**config.mk**
```make
export PLATFORM = sky130hd
export DESIGN_NAME = id_ex_stage
export DESIGN_NICKNAME = d
export VERILOG_FILES = /design/src/rtl/id_ex_stage.sv
export SDC_FILE = /design/constraint.sdc
export NUM_CORES = 1
export LEC_CHECK = 0
export BUFFER_PORTS_ARGS = -buffer_cell sky130_fd_sc_hd__buf_2
export CAP_MARGIN = 20
export CORE_ASPECT_RATIO = 1.75
export CORE_MARGIN = 1.5
export CORE_UTILIZATION = 50
export CTS_BUF_LIST = sky130_fd_sc_hd__clkbuf_16
export DETAILED_ROUTE_END_ITERATION = 10
export PLACE_DENSITY = 0.9
export SLEW_MARGIN = 25
export SYNTH_ARGS = -nofsm -noshare
export SYNTH_HDL_FRONTEND = slang
export SYNTH_SLANG_ARGS = --single-unit
```
**constraint.sdc**
```tcl
create_clock -name clk -period 1.9 [get_ports clk]
set_input_delay 0.19 -clock clk [delete_from_list [all_inputs] [get_ports clk]]
set_output_delay 0.19 -clock clk [all_outputs]
set_load 0.02 [all_outputs]
```
**src/rtl/id_ex_stage.sv**
```systemverilog
// rtl/id_ex_stage.sv - ID/EX pipeline register with operand forwarding, flush and back-pressure
module id_ex_stage #(
    parameter int DATA_W = 32,
    parameter int RA_W   = 5
) (
    input  logic              clk,
    input  logic              rst_n,
    input  logic              in_valid,
    output logic              in_ready,
    input  logic [DATA_W-1:0] rs1_data,
    input  logic [DATA_W-1:0] rs2_data,
    input  logic [DATA_W-1:0] imm,
    input  logic [RA_W-1:0]   rs1_addr,
    input  logic [RA_W-1:0]   rs2_addr,
    input  logic [RA_W-1:0]   rd_addr,
    input  logic              use_imm,
    input  logic              reg_write_in,
    input  logic [3:0]        alu_sel_in,
    input  logic [RA_W-1:0]   exmem_rd,
    input  logic [RA_W-1:0]   memwb_rd,
    input  logic              exmem_we,
    input  logic              memwb_we,
    input  logic [DATA_W-1:0] exmem_res,
    input  logic [DATA_W-1:0] memwb_res,
    input  logic              flush,
    input  logic              out_ready,
    output logic [DATA_W-1:0] alu_a,
    output logic [DATA_W-1:0] alu_b,
    output logic [3:0]        alu_sel,
    output logic [RA_W-1:0]   rd_out,
    output logic              reg_write_out,
    output logic              out_valid,
    output logic [31:0]       stall_cnt
);

    logic              out_valid_q, out_valid_d;
    logic              reg_write_q, reg_write_d;
    logic [DATA_W-1:0] alu_a_q, alu_a_d;
    logic [DATA_W-1:0] alu_b_q, alu_b_d;
    logic [3:0]        alu_sel_q, alu_sel_d;
    logic [RA_W-1:0]   rd_q, rd_d;
    logic [31:0]       stall_q, stall_d;
    logic              capture;
    logic              is_shift;
    logic [DATA_W-1:0] op1, op2;

    // The EX/MEM result is younger than MEM/WB, so it wins when both match.
    function automatic logic [DATA_W-1:0] fwd(
        input logic [RA_W-1:0]   addr,
        input logic [DATA_W-1:0] rf,
        input logic [RA_W-1:0]   em_rd,
        input logic              em_we,
        input logic [DATA_W-1:0] em_res,
        input logic [RA_W-1:0]   mw_rd,
        input logic              mw_we,
        input logic [DATA_W-1:0] mw_res
    );
        if (addr == '0)                      return rf;
        else if (em_we && em_rd == addr)     return em_res;
        else if (mw_we && mw_rd == addr)     return mw_res;
        else                                 return rf;
    endfunction

    assign in_ready = !flush && (!out_valid_q || out_ready);
    assign capture  = in_valid && in_ready;
    assign is_shift = (alu_sel_in == 4'b0110) || (alu_sel_in == 4'b0111) || (alu_sel_in == 4'b1000);

    always_comb begin
        op1 = fwd(rs1_addr, rs1_data, exmem_rd, exmem_we, exmem_res, memwb_rd, memwb_we, memwb_res);
        op2 = fwd(rs2_addr, rs2_data, exmem_rd, exmem_we, exmem_res, memwb_rd, memwb_we, memwb_res);

        out_valid_d = out_valid_q;
        reg_write_d = reg_write_q;
        alu_a_d     = alu_a_q;
        alu_b_d     = alu_b_q;
        alu_sel_d   = alu_sel_q;
        rd_d        = rd_q;
        stall_d     = stall_q;

        if (flush) begin
            out_valid_d = 1'b0;
        end else if (capture) begin
            out_valid_d = 1'b1;
            alu_a_d     = (alu_sel_in == 4'b0101) ? imm : op1;
            if (use_imm)
                alu_b_d = is_shift ? {{(DATA_W-5){1'b0}}, imm[4:0]} : imm;
            else
                alu_b_d = op2;
            alu_sel_d   = (alu_sel_in > 4'b1000) ? 4'b0000 : alu_sel_in;
            rd_d        = rd_addr;
            reg_write_d = reg_write_in && (rd_addr != '0);
        end else if (out_valid_q && out_ready) begin
            out_valid_d = 1'b0;
        end

        if (out_valid_q && !out_ready && !flush && stall_q != 32'hFFFF_FFFF)
            stall_d = stall_q + 32'd1;
    end

    always_ff @(posedge clk or negedge rst_n) begin
        if (!rst_n) begin
            out_valid_q <= 1'b0;
            reg_write_q <= 1'b0;
            alu_a_q     <= '0;
            alu_b_q     <= '0;
            alu_sel_q   <= '0;
            rd_q        <= '0;
            stall_q     <= '0;
        end else begin
            out_valid_q <= out_valid_d;
            reg_write_q <= reg_write_d;
            alu_a_q     <= alu_a_d;
            alu_b_q     <= alu_b_d;
            alu_sel_q   <= alu_sel_d;
            rd_q        <= rd_d;
            stall_q     <= stall_d;
        end
    end

    assign out_valid     = out_valid_q;
    assign reg_write_out = reg_write_q;
    assign alu_a         = alu_a_q;
    assign alu_b         = alu_b_q;
    assign alu_sel       = alu_sel_q;
    assign rd_out        = rd_q;
    assign stall_cnt     = stall_q;

endmodule

```
==> flow_metrics.py <==
metrics = {
    "pwr": {
        "clockPowerShare": 0.272,
        "cellLeakagePower_uw": 0.00472,
        "power.density_cell_area_nw_per_um2": 666,
        "power_report.internal_total_uw": 4260,
        "power.share.switching": 0.375,
        "share_comb_of_total_power": 0.327,
        "power_switching_uw": 2560,
        "ir_worst_vdd_v": 0.000463,
        "reg_power_frac": 0.401,
    },
    "floorplan": {
        "floorplan.die_area_um2": 16700,
        "core_region_area_um2": 15500,
        "initial_utilization": 0.513,
        "boundaryPins": 306,
        "num_rows": 60,
        "die_height_um": 170,
        "die_w_um": 98.2,
    },
    "route": {
        "detailedRoute.firstIterationViolations": 991,
        "drc_errors": 0,
        "dr_total_vias": 9606,
        "postRouteAntennaNets": 0,
        "routed_wirelength_um": 31400,
        "pre_repair_dr_iteration_count": 6,
        "route.detailed.vias_per_inst": 6.65,
        "routed_wire_length_per_instance_um": 21.7,
    },
    "logic_synthesis": {
        "synth_edf_count": 0,
        "synth.area.mux_share": 0.00142,
        "synth_top_cell_by_area": "dfrtp_1",
        "ys_async_sr_fraction": 1.00,
        "post_synth_inst_count": 966,
        "post_synth_xor_area_fraction": 0.0552,
        "synth_simple_gate_area_share": 0.194,
        "syn_avg_cell_area_um2": 8.22,
        "postSynth.topFlopCell": "dfrtp_1",
        "synth_top_family_by_area": "compound AO/OA/AOI/OAI gates",
        "yosysTopAreaCellShare": 0.337,
        "synth_cell_types": 57,
        "syn-num-nets": 1165,
        "post_synth_main_area_contributors": "dfrtp_1 34%, o31ai_1 5.5%, a31oi_1 4.7%",
        "synthesis.yosys.warnings": 0,
        "synth-adder-area-share": 0.00158,
        "post_synthesis_instance_area_um2": 7940,
        "compound_gate_fraction_of_synth_area": 0.322,
        "postSynthRegisterBits": 107,
        "synth_seq_area_share": 0.337,
    },
    "clock_tree": {
        "tritoncts.num_buffers": 9,
        "ctsRootBufferMaster": "clkbuf_16",
        "clock-sinks": 107,
        "clk_pin_slew_worst_paths_ns": 0.08,
        "cts_tree": "yes",
        "clockBufferDepth": 2,
        "postCtsSetupRepairBufs": 0,
        "cts_max_level": 3,
        "clock_latency_ns": 0.36,
    },
    "setup_path": {
        "timing.critical_path.arrival_ns": 2.02,
        "largest_stage_delay_on_the_critical_path_ns": 0.37,
        "path_cells": "buf_4 -> nor2b_4 -> buf_4 -> o31ai_1 -> o311ai_0 -> o32ai_1 -> a21oi_1",
        "buffers_inverters_on_critical_path": 2,
        "cp.required_ns": 2.09,
        "crit_path_max_fanout": 11,
        "slowest_stage": "dfrtp_1",
        "critical-path-top-delay-family": "compound AO/OA/AOI/OAI gates",
        "worstSetupPathType": "reg2reg",
        "critical_path.most_common_cell": "buf_4",
        "critical_path_end_type": "flip-flop",
        "crit_path_start_kind": "flip-flop",
    },
    "layout": {
        "final.fill_count": 1317,
        "design.final.nets": 1443,
        "final-instance-count-excl-fill": 1444,
        "area.growth.synth_to_final_pct": 29.1,
        "layout.core_utilization": 0.663,
        "final_design_instance_area_without_fill_um2": 10200,
        "mostFrequentLayoutCell": "buf_2",
        "mostFrequentLayoutCells": "304 x buf_2, 105 x dfrtp_1, 70 x nand2_1, 62 x a21oi_1",
        "final_layout_size_suffix_gt1_frac": 0.327,
    },
    "place": {
        "place.detailed.hpwl_um": 22300,
        "placedCellCount": 1418,
        "placedInstanceArea_um2": 9900,
        "place.port_buffers": 305,
        "place.gp.congestion": 0.917,
    },
    "global_route": {
        "grt_pass1_wl_um": 48500,
        "grt_util_all_layers": 0.366,
        "grt_remaining_overflow": 0,
        "antenna_violations_before_repair": 7,
        "grt_max_degree": 108,
        "grt_pass1_vias": 9338,
    },
    "job": {
        "maxCapViolCount": 0,
    },
    "sta": {
        "worst_slew_pin_slew_ns": 0.989,
        "timing.final.setup_violations": 0,
        "finalMaxSlewViolations": 0,
        "highest_clock_frequency_the_design_can_meet_mhz": 545,
        "slew-limit-headroom": 0.338,
        "clock-skew-final_ns": 0.0177,
        "layout_min_cycle_time_ns": 1.84,
        "finalCritPeriodShare": 0.966,
        "timing.final.hold_violations": 0,
        "setup_repair_after_global_routing_missed_its_margin": "yes",
    },
    "status": {
        "run_status": "finished, final reports clean",
    },
    "min_path": {
        "worst_hold_path_type": "in2reg",
    },
}
[flip-flops by register name, summed over array words and instances (netlist names)]
| name | flops |
|---|---|
| alu_a | 32 |
| alu_b | 32 |
| alu_sel | 4 |
| out_valid | 1 |
| rd_out | 5 |
| reg_write_out | 1 |
| stall_cnt | 32 |
[cell usage after synthesis (all sizes together) (2+ instances only)]
cell and number:
dfrtp 107, clkbuf 72, nand2 70, a21oi 62, a31oi 60, inv 60
o31ai 58, o311ai 48, nor2 46, o21ai 43, nand3 42, or3 38
xnor2 33, a21boi 32, and3 28, o32ai 27, buf 23, nand4 17
xor2 17, o211ai 12, a32o 11, and2 11, nor4 9, nor3 6
and4 5, nand3b 4, a211oi 3, a221oi 3, nand2b 3, o2111ai 2
or3b 2
[layer usage]
metal | GRT usage | wire, um | up-vias
met2 | 0.624 | 15500 | 725
met5 | 0 | 17 | -
met4 | 0.202 | 1930 | 4
li1 | - | - | 4238
met3 | 0.0647 | 3180 | 168
met1 | 0.434 | 10800 | 4471
[logic make-up after synthesis]
family          count (synthesis)
flops                         107
buf+inv                       155
compound gates                366
xor+xnor                       50
simple gates                  286
fa+ha+maj                       1
mux                             1
[stage by stage]
stage	setup slack (ns)	power, uW	hold slack, ns	setup TNS [ns]
2_1_floorplan	0.0116	3970	-0.106	0
3_3_place_gp	-0.0448	4900	0.327	-0.485
5_1_grt	-0.0675	7100	0.0457	-0.382
4_1_cts	0.0231	6770	0.0306	0
6_report	0.0641	6830	0.0387	0
3_5_place_dp	-0.155	4950	0.326	-3.21
[cell type report]
| cell class | instances | area, um^2 | share of cell area |
|---|---|---|---|
| inverter | 60 | 225 | 0.0220 |
| clock buffer | 9 | 225 | 0.0220 |
| clock inverter | 7 | 52.6 | 0.00513 |
| antenna | 9 | 22.5 | 0.00220 |
| tap | 186 | 233 | 0.0227 |
| timing repair buffer | 362 | 2150 | 0.210 |
| multi-input combinational | 704 | 4660 | 0.455 |
| sequential | 107 | 2680 | 0.261 |
[power groups by stage]
stage | Sequential (uW) | Combinational (uW) | Clock (uW)
6_report | 2740 | 2230 | 1860
5_1_grt | 2760 | 2390 | 1940
4_1_cts | 2730 | 2190 | 1850
3_5_place_dp | 2770 | 2180 | 0
3_3_place_gp | 2760 | 2130 | 0
2_1_floorplan | 3080 | 895 | 0
[worst paths after layout]
path	slack (ns)	end	from	cells past startpoint
worst max-delay path	0.06	alu_b[24]	out_valid	7
max in group asynchronous	0.96	alu_b[26]	rst_n	3
worst max register to register	0.06	alu_b[24]	out_valid	7
min in group asynchronous	0.45	stall_cnt[17]	rst_n	3
worst min register to register	0.49	stall_cnt[8]	stall_cnt[8]	1
worst min-delay path	0.04	rd_out[0]	rd_addr[0]	3
[worst reg2reg max path, stage by stage, from the launching register on]
cell      delay, ns
dfrtp_1        0.37
buf_4          0.14
nor2b_4        0.14
buf_4          0.18
o31ai_1        0.31
o311ai_0       0.21
o32ai_1        0.25
a21oi_1        0.07
[what timing repair did]
action	in CTS	in global routing
hold endpoints to repair	107	0
hold buffers	1	0
endpoints found under the setup margin	0	22
gates resized for setup	0	12
Power figures use the tool's default switching activity.
